$ cat config.mk
export PLATFORM = sky130hd
export DESIGN_NAME = multicycle_control_unit_flat
export DESIGN_NICKNAME = d
export VERILOG_FILES = /design/src/rtl/multicycle_control_unit_if.sv /design/src/rtl/multicycle_control_unit.sv /design/src/flat_wrapper.sv
export SDC_FILE = /design/constraint.sdc
export NUM_CORES = 1
export LEC_CHECK = 0
export CELL_PAD_IN_SITES_DETAIL_PLACEMENT = 0
export CELL_PAD_IN_SITES_GLOBAL_PLACEMENT = 1
export CORE_MARGIN = 8
export CORE_UTILIZATION = 50
export CTS_BUF_LIST = sky130_fd_sc_hd__clkbuf_8
export CTS_CLUSTER_SIZE = 25
export DETAILED_ROUTE_END_ITERATION = 7
export DONT_BUFFER_PORTS = 1
export PLACE_DENSITY = 0.89
export SLEW_MARGIN = 20
export SYNTH_ARGS = -nofsm -noshare
export SYNTH_HDL_FRONTEND = slang
export SYNTH_SLANG_ARGS = --single-unit
$ cat constraint.sdc
create_clock -name CLK -period 3 [get_ports CLK]
set_input_delay 0.3 -clock CLK [delete_from_list [all_inputs] [get_ports CLK]]
set_output_delay 0.3 -clock CLK [all_outputs]
set_load 0.01 [all_outputs]
$ cat src/rtl/multicycle_control_unit_if.sv
// rtl/multicycle_control_unit_if.sv - control unit <-> datapath/memory signal bundle
// instr_count is present only when CU_INSTR_COUNT_EN is defined.
interface multicycle_control_unit_if #(
    parameter int CNT_W = 32
);
    logic [5:0]       opcode;
    logic [5:0]       funct;
    logic             zero;
    logic             ihit;
    logic             dhit;
    logic             imemREN;
    logic             dmemREN;
    logic             dmemWEN;
    logic             IR_EN;
    logic             PC_EN;
    logic [1:0]       PC_src;
    logic             Ext_src;
    logic             LUI_src;
    logic [2:0]       portb_src;
    logic [1:0]       RegDst;
    logic [3:0]       ALU_op;
    logic             RegWEN;
    logic [1:0]       MemtoReg;
    logic             halt;
    logic             mem_timeout;
    logic             illegal;
`ifdef CU_INSTR_COUNT_EN
    logic [CNT_W-1:0] instr_count;
`endif

    if (CNT_W < 1) begin : g_bad_cnt_w
        $error("CNT_W must be at least 1");
    end

    modport master (
        input  opcode, funct, zero, ihit, dhit,
`ifdef CU_INSTR_COUNT_EN
        output instr_count,
`endif
        output imemREN, dmemREN, dmemWEN, IR_EN, PC_EN, PC_src, Ext_src, LUI_src,
               portb_src, RegDst, ALU_op, RegWEN, MemtoReg, halt, mem_timeout, illegal
    );

    modport slave (
        output opcode, funct, zero, ihit, dhit,
`ifdef CU_INSTR_COUNT_EN
        input  instr_count,
`endif
        input  imemREN, dmemREN, dmemWEN, IR_EN, PC_EN, PC_src, Ext_src, LUI_src,
               portb_src, RegDst, ALU_op, RegWEN, MemtoReg, halt, mem_timeout, illegal
    );
endinterface

$ cat src/rtl/multicycle_control_unit.sv
// rtl/multicycle_control_unit.sv - multicycle MIPS control FSM with memory watchdog
// Optional retired-instruction counter enabled by CU_INSTR_COUNT_EN.
module multicycle_control_unit #(
    parameter int WAIT_LIMIT = 64,
    parameter int CNT_W      = 32
) (
    input  logic                        CLK,
    input  logic                        nRST,
    multicycle_control_unit_if.master   cu
);
    typedef enum logic [2:0] {FETCH, DECODE, EXEC, MEM, WB, HALTED} state_t;

    localparam logic [5:0] OP_RTYPE = 6'b000000, OP_J    = 6'b000010, OP_JAL  = 6'b000011,
                           OP_BEQ   = 6'b000100, OP_BNE  = 6'b000101, OP_ADDI = 6'b001000,
                           OP_ADDIU = 6'b001001, OP_SLTI = 6'b001010, OP_SLTIU = 6'b001011,
                           OP_ANDI  = 6'b001100, OP_ORI  = 6'b001101, OP_XORI = 6'b001110,
                           OP_LUI   = 6'b001111, OP_LW   = 6'b100011, OP_SW   = 6'b101011,
                           OP_HALT  = 6'b111111;
    localparam logic [5:0] FN_SLL = 6'b000000, FN_SRL  = 6'b000010, FN_JR   = 6'b001000,
                           FN_ADD = 6'b100000, FN_ADDU = 6'b100001, FN_SUB  = 6'b100010,
                           FN_SUBU = 6'b100011, FN_AND = 6'b100100, FN_OR   = 6'b100101,
                           FN_XOR = 6'b100110, FN_NOR  = 6'b100111, FN_SLT  = 6'b101010,
                           FN_SLTU = 6'b101011;
    localparam logic [3:0] ALU_SLL = 4'd0, ALU_SRL = 4'd1, ALU_ADD = 4'd2, ALU_SUB = 4'd3,
                           ALU_AND = 4'd4, ALU_OR  = 4'd5, ALU_XOR = 4'd6, ALU_NOR = 4'd7,
                           ALU_SLT = 4'd8, ALU_SLTU = 4'd9;
    localparam int WCW = $clog2(WAIT_LIMIT + 1);

    if (WAIT_LIMIT < 1 || CNT_W < 1) begin : g_bad_params
        $error("WAIT_LIMIT and CNT_W must be at least 1");
    end

    state_t           state;
    logic [WCW-1:0]   wait_cnt;
    logic             halt_q, timeout_q, illegal_q;
    logic             waiting;

    logic             d_ext, d_lui;
    logic [2:0]       d_portb;
    logic [1:0]       d_regdst;
    logic [3:0]       d_alu;
    logic             is_jr, is_br, is_j, is_jal, is_lw, is_sw, is_halt, is_alu, known;
    logic             br_taken;

    always_comb begin
        d_ext = 1'b0; d_lui = 1'b0; d_portb = 3'b000; d_regdst = 2'b00; d_alu = ALU_SLL;
        is_jr = 1'b0; is_br = 1'b0; is_j = 1'b0; is_jal = 1'b0; is_lw = 1'b0;
        is_sw = 1'b0; is_halt = 1'b0; is_alu = 1'b0; known = 1'b1;
        case (cu.opcode)
            OP_RTYPE: begin
                is_jr  = (cu.funct == FN_JR);
                is_alu = (cu.funct != FN_JR);
                case (cu.funct)
                    FN_SLL:          begin d_alu = ALU_SLL; d_portb = 3'b010; end
                    FN_SRL:          begin d_alu = ALU_SRL; d_portb = 3'b010; end
                    FN_ADD, FN_ADDU: d_alu = ALU_ADD;
                    FN_SUB, FN_SUBU: d_alu = ALU_SUB;
                    FN_AND:          d_alu = ALU_AND;
                    FN_OR:           d_alu = ALU_OR;
                    FN_XOR:          d_alu = ALU_XOR;
                    FN_NOR:          d_alu = ALU_NOR;
                    FN_SLT:          d_alu = ALU_SLT;
                    FN_SLTU:         d_alu = ALU_SLTU;
                    default: ;
                endcase
            end
            OP_J:   is_j = 1'b1;
            OP_JAL: begin is_jal = 1'b1; d_regdst = 2'b10; end
            OP_BEQ, OP_BNE: begin is_br = 1'b1; d_ext = 1'b1; d_alu = ALU_SUB; end
            OP_ADDI, OP_ADDIU, OP_SLTI, OP_SLTIU, OP_ANDI, OP_ORI, OP_XORI, OP_LUI: begin
                is_alu = 1'b1; d_portb = 3'b001; d_regdst = 2'b01;
                case (cu.opcode)
                    OP_ADDI, OP_ADDIU: begin d_ext = 1'b1; d_alu = ALU_ADD; end
                    OP_SLTI:           begin d_ext = 1'b1; d_alu = ALU_SLT; end
                    OP_SLTIU:          begin d_ext = 1'b1; d_alu = ALU_SLTU; end
                    OP_ANDI:           d_alu = ALU_AND;
                    OP_ORI:            d_alu = ALU_OR;
                    OP_XORI:           d_alu = ALU_XOR;
                    default:           begin d_lui = 1'b1; d_alu = ALU_OR; end
                endcase
            end
            OP_LW, OP_SW: begin
                is_lw = (cu.opcode == OP_LW); is_sw = (cu.opcode == OP_SW);
                d_ext = 1'b1; d_portb = 3'b001; d_regdst = 2'b01; d_alu = ALU_ADD;
            end
            OP_HALT: is_halt = 1'b1;
            default: known = 1'b0;
        endcase
    end

    assign br_taken = is_br && ((cu.opcode == OP_BEQ) ? cu.zero : !cu.zero);
    assign waiting  = (state == FETCH && !cu.ihit) || (state == MEM && !cu.dhit);

    // Outputs are gated by nRST so an in-flight request drops the instant reset asserts.
    always_comb begin
        cu.imemREN = 1'b0; cu.dmemREN = 1'b0; cu.dmemWEN = 1'b0; cu.IR_EN = 1'b0;
        cu.PC_EN = 1'b0; cu.PC_src = 2'b00; cu.Ext_src = 1'b0; cu.LUI_src = 1'b0;
        cu.portb_src = 3'b000; cu.RegDst = 2'b00; cu.ALU_op = ALU_SLL; cu.RegWEN = 1'b0;
        cu.MemtoReg = 2'b00;
        cu.halt = halt_q; cu.mem_timeout = timeout_q; cu.illegal = illegal_q;
        if (nRST) begin
            if (state inside {DECODE, EXEC, MEM, WB}) begin
                cu.Ext_src = d_ext; cu.LUI_src = d_lui; cu.portb_src = d_portb;
                cu.RegDst = d_regdst; cu.ALU_op = d_alu;
            end
            case (state)
                FETCH: begin cu.imemREN = 1'b1; cu.IR_EN = cu.ihit; end
                EXEC: begin
                    if (is_br)       begin cu.PC_EN = 1'b1; cu.PC_src = br_taken ? 2'b01 : 2'b00; end
                    else if (is_j)   begin cu.PC_EN = 1'b1; cu.PC_src = 2'b10; end
                    else if (is_jr)  begin cu.PC_EN = 1'b1; cu.PC_src = 2'b11; end
                    else if (is_jal) begin
                        cu.PC_EN = 1'b1; cu.PC_src = 2'b10; cu.RegWEN = 1'b1; cu.MemtoReg = 2'b10;
                    end
                    else if (!known) cu.PC_EN = 1'b1;
                end
                MEM: begin
                    cu.dmemREN = is_lw;
                    cu.dmemWEN = is_sw;
                    cu.PC_EN   = is_sw && cu.dhit;
                end
                WB: begin
                    cu.RegWEN = 1'b1; cu.PC_EN = 1'b1;
                    cu.MemtoReg = is_lw ? 2'b01 : 2'b00;
                end
                default: ;
            endcase
        end
    end

    always_ff @(posedge CLK or negedge nRST) begin
        if (!nRST) begin
            state     <= FETCH;
            wait_cnt  <= '0;
            halt_q    <= 1'b0;
            timeout_q <= 1'b0;
            illegal_q <= 1'b0;
        end else begin
            // Counter saturates at the limit; the FSM keeps waiting for the hit.
            if (waiting) begin
                if (wait_cnt != WCW'(WAIT_LIMIT)) wait_cnt <= wait_cnt + WCW'(1);
                if (wait_cnt == WCW'(WAIT_LIMIT - 1)) timeout_q <= 1'b1;
            end else begin
                wait_cnt <= '0;
            end
            case (state)
                FETCH:  if (cu.ihit) state <= DECODE;
                DECODE: state <= EXEC;
                EXEC: begin
                    if (is_halt) begin
                        halt_q <= 1'b1;
                        state  <= HALTED;
                    end else if (!known) begin
                        illegal_q <= 1'b1;
                        state     <= FETCH;
                    end else if (is_lw || is_sw) state <= MEM;
                    else if (is_alu)             state <= WB;
                    else                         state <= FETCH;
                end
                MEM:     if (cu.dhit) state <= is_lw ? WB : FETCH;
                WB:      state <= FETCH;
                default: state <= HALTED;
            endcase
        end
    end

`ifdef CU_INSTR_COUNT_EN
    logic [CNT_W-1:0] instr_cnt;

    always_ff @(posedge CLK or negedge nRST) begin
        if (!nRST)                              instr_cnt <= '0;
        else if (cu.PC_EN && state != HALTED)   instr_cnt <= instr_cnt + CNT_W'(1);
    end

    assign cu.instr_count = instr_cnt;
`endif
endmodule

$ cat src/flat_wrapper.sv
// flat-port wrapper written by rule: the top's interface ports become plain ports
module multicycle_control_unit_flat 
#(
    parameter int WAIT_LIMIT = 64,
    parameter int CNT_W      = 32
)
  (CLK, nRST, cu_opcode, cu_funct, cu_zero, cu_ihit, cu_dhit, cu_imemREN, cu_dmemREN, cu_dmemWEN, cu_IR_EN, cu_PC_EN, cu_PC_src, cu_Ext_src, cu_LUI_src, cu_portb_src, cu_RegDst, cu_ALU_op, cu_RegWEN, cu_MemtoReg, cu_halt, cu_mem_timeout, cu_illegal);
  multicycle_control_unit_if #(.CNT_W(CNT_W)) cu_i ();
  input  logic CLK;
  input  logic nRST;
  input wire logic [$bits(cu_i.opcode)-1:0] cu_opcode;
  input wire logic [$bits(cu_i.funct)-1:0] cu_funct;
  input wire logic [$bits(cu_i.zero)-1:0] cu_zero;
  input wire logic [$bits(cu_i.ihit)-1:0] cu_ihit;
  input wire logic [$bits(cu_i.dhit)-1:0] cu_dhit;
  output wire logic [$bits(cu_i.imemREN)-1:0] cu_imemREN;
  output wire logic [$bits(cu_i.dmemREN)-1:0] cu_dmemREN;
  output wire logic [$bits(cu_i.dmemWEN)-1:0] cu_dmemWEN;
  output wire logic [$bits(cu_i.IR_EN)-1:0] cu_IR_EN;
  output wire logic [$bits(cu_i.PC_EN)-1:0] cu_PC_EN;
  output wire logic [$bits(cu_i.PC_src)-1:0] cu_PC_src;
  output wire logic [$bits(cu_i.Ext_src)-1:0] cu_Ext_src;
  output wire logic [$bits(cu_i.LUI_src)-1:0] cu_LUI_src;
  output wire logic [$bits(cu_i.portb_src)-1:0] cu_portb_src;
  output wire logic [$bits(cu_i.RegDst)-1:0] cu_RegDst;
  output wire logic [$bits(cu_i.ALU_op)-1:0] cu_ALU_op;
  output wire logic [$bits(cu_i.RegWEN)-1:0] cu_RegWEN;
  output wire logic [$bits(cu_i.MemtoReg)-1:0] cu_MemtoReg;
  output wire logic [$bits(cu_i.halt)-1:0] cu_halt;
  output wire logic [$bits(cu_i.mem_timeout)-1:0] cu_mem_timeout;
  output wire logic [$bits(cu_i.illegal)-1:0] cu_illegal;
  assign cu_i.opcode = cu_opcode;
  assign cu_i.funct = cu_funct;
  assign cu_i.zero = cu_zero;
  assign cu_i.ihit = cu_ihit;
  assign cu_i.dhit = cu_dhit;
  assign cu_imemREN = cu_i.imemREN;
  assign cu_dmemREN = cu_i.dmemREN;
  assign cu_dmemWEN = cu_i.dmemWEN;
  assign cu_IR_EN = cu_i.IR_EN;
  assign cu_PC_EN = cu_i.PC_EN;
  assign cu_PC_src = cu_i.PC_src;
  assign cu_Ext_src = cu_i.Ext_src;
  assign cu_LUI_src = cu_i.LUI_src;
  assign cu_portb_src = cu_i.portb_src;
  assign cu_RegDst = cu_i.RegDst;
  assign cu_ALU_op = cu_i.ALU_op;
  assign cu_RegWEN = cu_i.RegWEN;
  assign cu_MemtoReg = cu_i.MemtoReg;
  assign cu_halt = cu_i.halt;
  assign cu_mem_timeout = cu_i.mem_timeout;
  assign cu_illegal = cu_i.illegal;
  multicycle_control_unit #(.WAIT_LIMIT(WAIT_LIMIT), .CNT_W(CNT_W)) u_core (.CLK(CLK), .nRST(nRST), .cu(cu_i));
endmodule
==> results_tabular.tex <==
\begin{tabular}{lr}
\hline
Metric & Value \\
\hline
\multicolumn{2}{l}{\textbf{Worst setup path}} \\
CP endpoint kind & primary output \\
Ordered cell list for the critical path & nor3b\_2 > nand4\_1 > a2111oi\_0 > buf\_4 \\
Length in cells of the worst reg-to-reg path & 4 \\
Critical path required time & approximately 2.7 ns \\
Slowest library cell on the worst path & sky130\_fd\_sc\_hd\_\_a2111oi\_0 \\
Critical path startpoint category & flop \\
Highest fanout seen on the critical path & 16 \\
Peak per-stage delay on the critical path & between 0.5 and 0.6 ns \\
Kind of critical path & reg -> out \\
Arrival @ worst endpoint & 2.09 ns \\
\multicolumn{2}{l}{\textbf{Timing}} \\
Slew HR & 0.618 \\
Worst-margin pin slew & $\sim$0.56 ns \\
RSZ-0062 raised after global routing & no \\
Hold Violations, Final & 0 \\
Max Freq & about 420 MHz \\
Share of the cycle needed by the critical path after routing & 0.796 \\
Setup TNS & 0 ns \\
Setup-failing EPs final & 0 \\
Hold Slack & roughly 0.26 ns \\
Clock Skew & between 0.003 and 0.004 ns \\
Max-slew violations & 0 \\
Min Tclk post-route & approximately 2.4 ns \\
\multicolumn{2}{l}{\textbf{Synth}} \\
Top cells by area, synth & sky130\_fd\_sc\_hd\_\_dfrtp\_1 (25\%), sky130\_fd\_sc\_hd\_\_nor2\_1 (6.1\%), sky130\_fd\_sc\_hd\_\_nand2\_1 (3.2\%) \\
Syn\_area\_per\_cell & roughly 7.6 um\^{}2 \\
Warnings, synthesis & 0 \\
Asr flop ratio synth & 1.00 \\
Post-synth cell types & between 50 and 60 \\
Mapped Cells & approximately 170 \\
Library cell with the largest summed area after synthesis & sky130\_fd\_sc\_hd\_\_dfrtp\_1 \\
Predominant post-synthesis flop cell & sky130\_fd\_sc\_hd\_\_dfrtp\_1 \\
Synthesized net count & roughly 190 \\
Number of enable-type register cells in the synthesized netlist & 0 \\
Number of storage elements in the synthesis netlist & 13 \\
Yosys top cell area share & 0.250 \\
Netlist Area Pre-Place & roughly 0.0013 mm\^{}2 \\
Sequential share of the synthesized area & 0.250 \\
\multicolumn{2}{l}{\textbf{Place}} \\
Number of buffers added on ports & 0 \\
RD Place Congestion & 0.795 \\
Detailed placement HPWL & around 2.7 mm \\
Placement Cell Area & $\sim$0.0013 mm\^{}2 \\
\multicolumn{2}{l}{\textbf{Global routing}} \\
Vias in the first global route & 1119 \\
Total congestion overflow & 0 \\
Global-route wire length before repair & about 5.5 mm \\
Total Routing Usage GR & 0.154 \\
Pin count of the biggest net entering global routing & 17 \\
Initial antenna violation count & 0 \\
\multicolumn{2}{l}{\textbf{Power}} \\
LEAKAGE & a little under 0.5 nW \\
Power per cell area & between 500 and 600 mW/mm\^{}2 \\
Highest ir drop seen on vdd & approximately 0.00046 V \\
PnR Total Power & slightly below 0.0007 W \\
\multicolumn{2}{l}{\textbf{Die}} \\
Die X & 67.0 um \\
Area of the core & approximately 0.0025 mm\^{}2 \\
Std cell rows & 18 \\
DIE HEIGHT & between 60 and 70 um \\
Initial cell density of the core & 0.526 \\
Die footprint & approximately 0.0045 mm\^{}2 \\
Io pins & a little over 40 \\
\multicolumn{2}{l}{\textbf{Drt}} \\
Total Wirelength & 3.48 mm \\
Via density & 6.54 \\
Number of detailed-routing iterations run before antenna repair & 4 \\
Detail Route Antenna Nets & 0 \\
Count of vias placed by the detailed router & 1275 \\
Initial detailed-routing violation count & between 100 and 150 \\
Remaining routing DRC violations & 0 \\
Wirelength per Cell & $\sim$18 um \\
\multicolumn{2}{l}{\textbf{Clock tree}} \\
Root Buffer Master & sky130\_fd\_sc\_hd\_\_clkbuf\_8 \\
Clock sink count & 13 \\
Number of buffers created by CTS & 3 \\
Clock edge transition at the registers on the reported setup and hold paths & $\sim$0.050 ns \\
Cells resized by post-CTS repair & 0 \\
Insertion delay to the later sink of the worst-skew pair & around 0.24 ns \\
Buffers inserted during post-CTS setup optimization & 0 \\
Depth of the CTS H-tree & 1 \\
CTS tree & done \\
Post-CTS Hold Fix Bufs & 1 \\
Maximum buffer depth of the clock tree & 2 \\
\multicolumn{2}{l}{\textbf{Run}} \\
Total of max-cap violations & 0 \\
\multicolumn{2}{l}{\textbf{Final layout}} \\
Number of fillers in the final layout & 248 \\
Post-Layout Inst Area & between 0.001 and 0.0015 mm\^{}2 \\
Final core occ & 0.539 \\
Area Growth Syn to Fin & 2.50\% \\
Layout Nets & around 190 \\
Fraction of final layout cells with drive strength greater than 1 & 0.0970 \\
Number of diodes & 0 \\
\multicolumn{2}{l}{\textbf{Status}} \\
Result of the run & finished clean \\
\multicolumn{2}{l}{\textbf{Min path}} \\
Type of the tightest min-delay check & in -> reg \\
Worst hold path stage count & 3 \\
\hline
\end{tabular}
Yosys cell counts (4+ instances only):
master,instances
sky130_fd_sc_hd__nand2_1,11
sky130_fd_sc_hd__nand2b_1,6
sky130_fd_sc_hd__nand3_1,8
sky130_fd_sc_hd__xnor2_1,4
sky130_fd_sc_hd__inv_1,9
sky130_fd_sc_hd__clkbuf_1,7
sky130_fd_sc_hd__a21oi_1,8
sky130_fd_sc_hd__nor2_1,21
sky130_fd_sc_hd__o21ai_0,8
sky130_fd_sc_hd__dfrtp_1,13
sky130_fd_sc_hd__nor2b_1,4
sky130_fd_sc_hd__nor3_1,8
state kept, by name (all words and copies together) (netlist names):
register and count:
u_core.cu.halt 1, u_core.cu.illegal 1, u_core.cu.mem_timeout 1, u_core.state 3, u_core.wait_cnt 7
worst paths after layout:
| check | start | end | slack, ns |
|---|---|---|---|
| max in group asynchronous | nRST | u_core.state[2] | 2.13 |
| min in group asynchronous | nRST | u_core.wait_cnt[3] | 0.49 |
| setup reg to reg | u_core.state[0] | u_core.cu.mem_timeout | 1.26 |
| hold reg to reg | u_core.wait_cnt[6] | u_core.cu.mem_timeout | 0.53 |
| hold / removal | cu_dhit | u_core.state[1] | 0.26 |
| setup / recovery | u_core.state[2] | cu_PC_src[0] | 0.61 |
critical path: cells and delay by family, from the launching register on:
family	cells	cell delay, ns
buffers and inverters	1	0.22
AND/OR/NAND/NOR	2	0.53
AO/OA/AOI/OAI	1	0.56
flip-flops	1	0.54
routing by layer:
layer	wire length, um	global-route usage	share of wire	up-vias
met4	24	0.0392	0.0069	0
met3	285	0.0436	0.082	2
met1	1450	0.190	0.41	626
met5	0	0	0	-
met2	1730	0.254	0.50	39
li1	-	-	-	608
kinds of logic after synthesis:
| group | after synthesis | synth area share |
|---|---|---|
| AO/OA/AOI/OAI | 39 | 0.207 |
| flip-flops | 13 | 0.250 |
| AND/OR/NAND/NOR | 85 | 0.372 |
| adder cells (fa/ha/maj) | 2 | 0.0192 |
| XOR/XNOR | 6 | 0.0403 |
| multiplexers | 4 | 0.0317 |
| buffers and inverters | 22 | 0.0778 |
| other | 1 | 0.00288 |
through the flow:
step,instances,worst slack [ns]
3_3_place_gp,190,0.903
6_report,195,0.613
5_1_grt,195,0.512
4_1_cts,195,0.588
3_5_place_dp,190,0.861
2_1_floorplan,172,0.987
cell usage in the layout, fill, tap and decap left out, types with 2 or more instances in the layout:
cell	Yosys	final
sky130_fd_sc_hd__nor4_1	3	3
sky130_fd_sc_hd__a21boi_0	2	2
sky130_fd_sc_hd__o211ai_1	3	3
sky130_fd_sc_hd__inv_1	9	10
sky130_fd_sc_hd__a2111oi_0	2	2
sky130_fd_sc_hd__dfrtp_1	13	13
sky130_fd_sc_hd__a31oi_1	2	2
sky130_fd_sc_hd__nand3b_1	3	3
sky130_fd_sc_hd__or2_2	3	3
sky130_fd_sc_hd__nand4_1	3	3
sky130_fd_sc_hd__a32oi_1	3	3
sky130_fd_sc_hd__mux2i_1	3	3
sky130_fd_sc_hd__o21ai_0	8	8
sky130_fd_sc_hd__nor2b_1	4	4
sky130_fd_sc_hd__ha_1	2	2
sky130_fd_sc_hd__nand2_1	11	11
sky130_fd_sc_hd__clkbuf_8	0	3
sky130_fd_sc_hd__nor3b_1	3	3
sky130_fd_sc_hd__xor2_1	2	2
sky130_fd_sc_hd__nor2_1	21	21
sky130_fd_sc_hd__xnor2_1	4	4
sky130_fd_sc_hd__nor3_1	8	8
sky130_fd_sc_hd__nand2b_1	6	6
sky130_fd_sc_hd__nand3_1	8	8
sky130_fd_sc_hd__and3_1	2	2
sky130_fd_sc_hd__a21oi_1	8	8
where the power goes:
| group | switching [W] | internal [W] | total, W |
|---|---|---|---|
| Combinational | 0.000149 | 0.000106 | 0.000255 |
| Sequential | 0.0000613 | 0.000207 | 0.000268 |
| Clock | 0.0000618 | 0.0000903 | 0.000152 |
final cells by class:
type | instances | area [um^2] | area share
flip-flops and latches | 13 | 325 | 0.244
clock buffers | 3 | 41.3 | 0.0309
clock inverters | 1 | 3.75 | 0.00281
inverters | 9 | 33.8 | 0.0253
repair buffers | 2 | 17.5 | 0.0131
multi-input cells | 137 | 876 | 0.656
well taps | 30 | 37.5 | 0.0281
(Power assumes the default switching activity.)
==> RTL edit, RTL diff (same flow settings) <==
`WAIT_LIMIT` is set to 64 in 2 places; all go to 32.
--- a/src/rtl/multicycle_control_unit.sv
+++ b/src/rtl/multicycle_control_unit.sv
@@ -1,7 +1,7 @@
 // rtl/multicycle_control_unit.sv - multicycle MIPS control FSM with memory watchdog
 // Optional retired-instruction counter enabled by CU_INSTR_COUNT_EN.
 module multicycle_control_unit #(
-    parameter int WAIT_LIMIT = 64,
+    parameter int WAIT_LIMIT = 32,
     parameter int CNT_W      = 32
 ) (
     input  logic                        CLK,
--- a/src/flat_wrapper.sv
+++ b/src/flat_wrapper.sv
@@ -1,7 +1,7 @@
 // flat-port wrapper written by rule: the top's interface ports become plain ports
 module multicycle_control_unit_flat 
 #(
-    parameter int WAIT_LIMIT = 64,
+    parameter int WAIT_LIMIT = 32,
     parameter int CNT_W      = 32
 )
   (CLK, nRST, cu_opcode, cu_funct, cu_zero, cu_ihit, cu_dhit, cu_imemREN, cu_dmemREN, cu_dmemWEN, cu_IR_EN, cu_PC_EN, cu_PC_src, cu_Ext_src, cu_LUI_src, cu_portb_src, cu_RegDst, cu_ALU_op, cu_RegWEN, cu_MemtoReg, cu_halt, cu_mem_timeout, cu_illegal);
Formal check against the unedited RTL: same outputs for any inputs over 10 cycles, from zero or initial values and one cycle with nRST low; that may be too few to reach the edited logic, so the function may still have changed.
==> RTL edit against the unedited design <==
Critical path depth did not move. Register-to-register slack improved by 0.12 ns. Sequential cell count fell by 1. Utilization fell by 2.3 points. Setup slack improved by 0.18 ns. Sequential share of layout area barely moved. Area after synthesis fell by 7.0%. Synthesized cell count fell by 7.0%. Die area fell by 5.4%. Routed wire length fell by 3.7%. Non-clock buffer count fell by 1. Cell area fell by 7.8%. Final cell count fell by 6.7%.
Power is not compared: it rests on default switching activity, and its combinational part moved more than twofold at a synthesized area within 25%.
==> RTL edit: results (changes against the unedited design) <==
slew_headroom_pct: 63.61  # +1.8 points
min_to: "u_core.state[0]"
reg2reg_slack_ns: 1.38  # +0.12 ns
antenna_cells: 0  # unchanged
grt_use_total_pct: 15.46  # +0.11 points
drtIter0Drc: 44  # -67%
n_all_inverters: 8  # -1
ys_seq_elements: 12  # -1
wl_per_cell_um: 18.42  # +3.2%
yosys-top-cells-area: "dfrtp_1 (25%), nor3_1 (6.2%), nand2b_1 (4.6%), nor2_1 (4.6%), nand3_1 (3.7%)"
synthTopCellsByCount: "nor2_1 (15), nor3_1 (15), dfrtp_1 (12)"
fillers: 243  # -2.0%
clock_skew_ns: 0.004527  # +0.0009460 ns
cpPeakStageDelay_ns: 0.47  # -0.09 ns
slew_violations: 0  # unchanged
clk_share_pct: 3.354  # -0.020 points
numCtsBuffers: 3  # unchanged
m1WireLength_mm: 1.351  # -6.5%
final_area_um2: 1231  # -7.8%
multi_input_area_um2: 812.0  # -7.3%
power_frac_comb_pct: 11.0
met3_usage_pct: 3.231  # -1.1 points
drive_gt1_share_pct: 7.237  # -2.5 points
dp_hpwl_mm: 2.593  # -2.7%
multi_input_cells: 128  # -6.6%
critical_path.slowest_cell: "dfrtp_1"
holdWs_ns: 0.2197  # -0.03573 ns
hold_path_depth: 2  # -1
signal_buffers: 1  # -1
grt_pass1_wl_mm: 5.437  # -1.1%
drt_wl_total_mm: 3.353  # -3.7%
cp_data_arrival_time_ns: 1.91  # -0.18 ns
ys_seq_area_share_pct: 24.79  # -0.18 points
syn_area_um2: 1211  # -7.0%
fin_nets: 173  # -6.5%
ir_worst_vdd_mv: 0.1846
outcome: "completed"
wl_met3_um: 209  # -27%
gp_congestion: 0.8256  # +3.9%
insertion_delay_ns: 0.24  # about the same
path_delay_family: "simple AND/OR/NAND/NOR gates"
top_regs: "u_core.wait_cnt x6, u_core.state x3"
grt_use_met1_pct: 16.33  # -2.6 points
min-delay-start: "cu_ihit"
synthCells: 160  # -7.0%
cp_max_fo: 11  # -5
seq_share_pct: 24.39  # about the same
p_leak_nw: 0.4504
place_ws_ns: 1.046  # +0.1852 ns
synthesis.nets: 179  # -6.3%
route.vias.total: 1155  # -9.4%
bufAreaShareNonClock_pct: 0.8130  # -0.50 points
use_met2_pct: 28.78  # +3.3 points
clockRootBuffer: "clkbuf_8"
wl_met2_mm: 1.746  # +1.1%
ys_types: 53  # +1.9%
==> RTL edit: cell families (layout without fill, tap and decap cells) <==
logic type | Yosys count | count (layout) | share of synthesized area, %
other cells | 1 | 1 | 0.3096
flops | 12 | 12 | 24.79
buf+inv | 20 | 12 | 8.161
fa+ha+maj | 2 | 2 | 2.066
compound gates | 36 | 36 | 21.07
simple gates | 82 | 82 | 38.33
mux | 2 | 2 | 1.653
xor+xnor | 5 | 5 | 3.616
==> RTL edit: how the worst max path moves through the flow <==
stage | slack (ns) | cells after the start | from | end
4_1_cts | 0.78 | 4 | u_core.state[1] | cu_ALU_op[3]
6_report | 0.79 | 4 | u_core.state[1] | cu_ALU_op[3]
5_1_grt | 0.66 | 4 | u_core.state[1] | cu_ALU_op[1]
3_5_place_dp | 1.05 | 4 | u_core.state[1] | cu_ALU_op[3]
2_1_floorplan | 1.05 | 6 | cu_opcode[5] | cu_ALU_op[1]
3_3_place_gp | 1.07 | 4 | u_core.state[1] | cu_ALU_op[3]
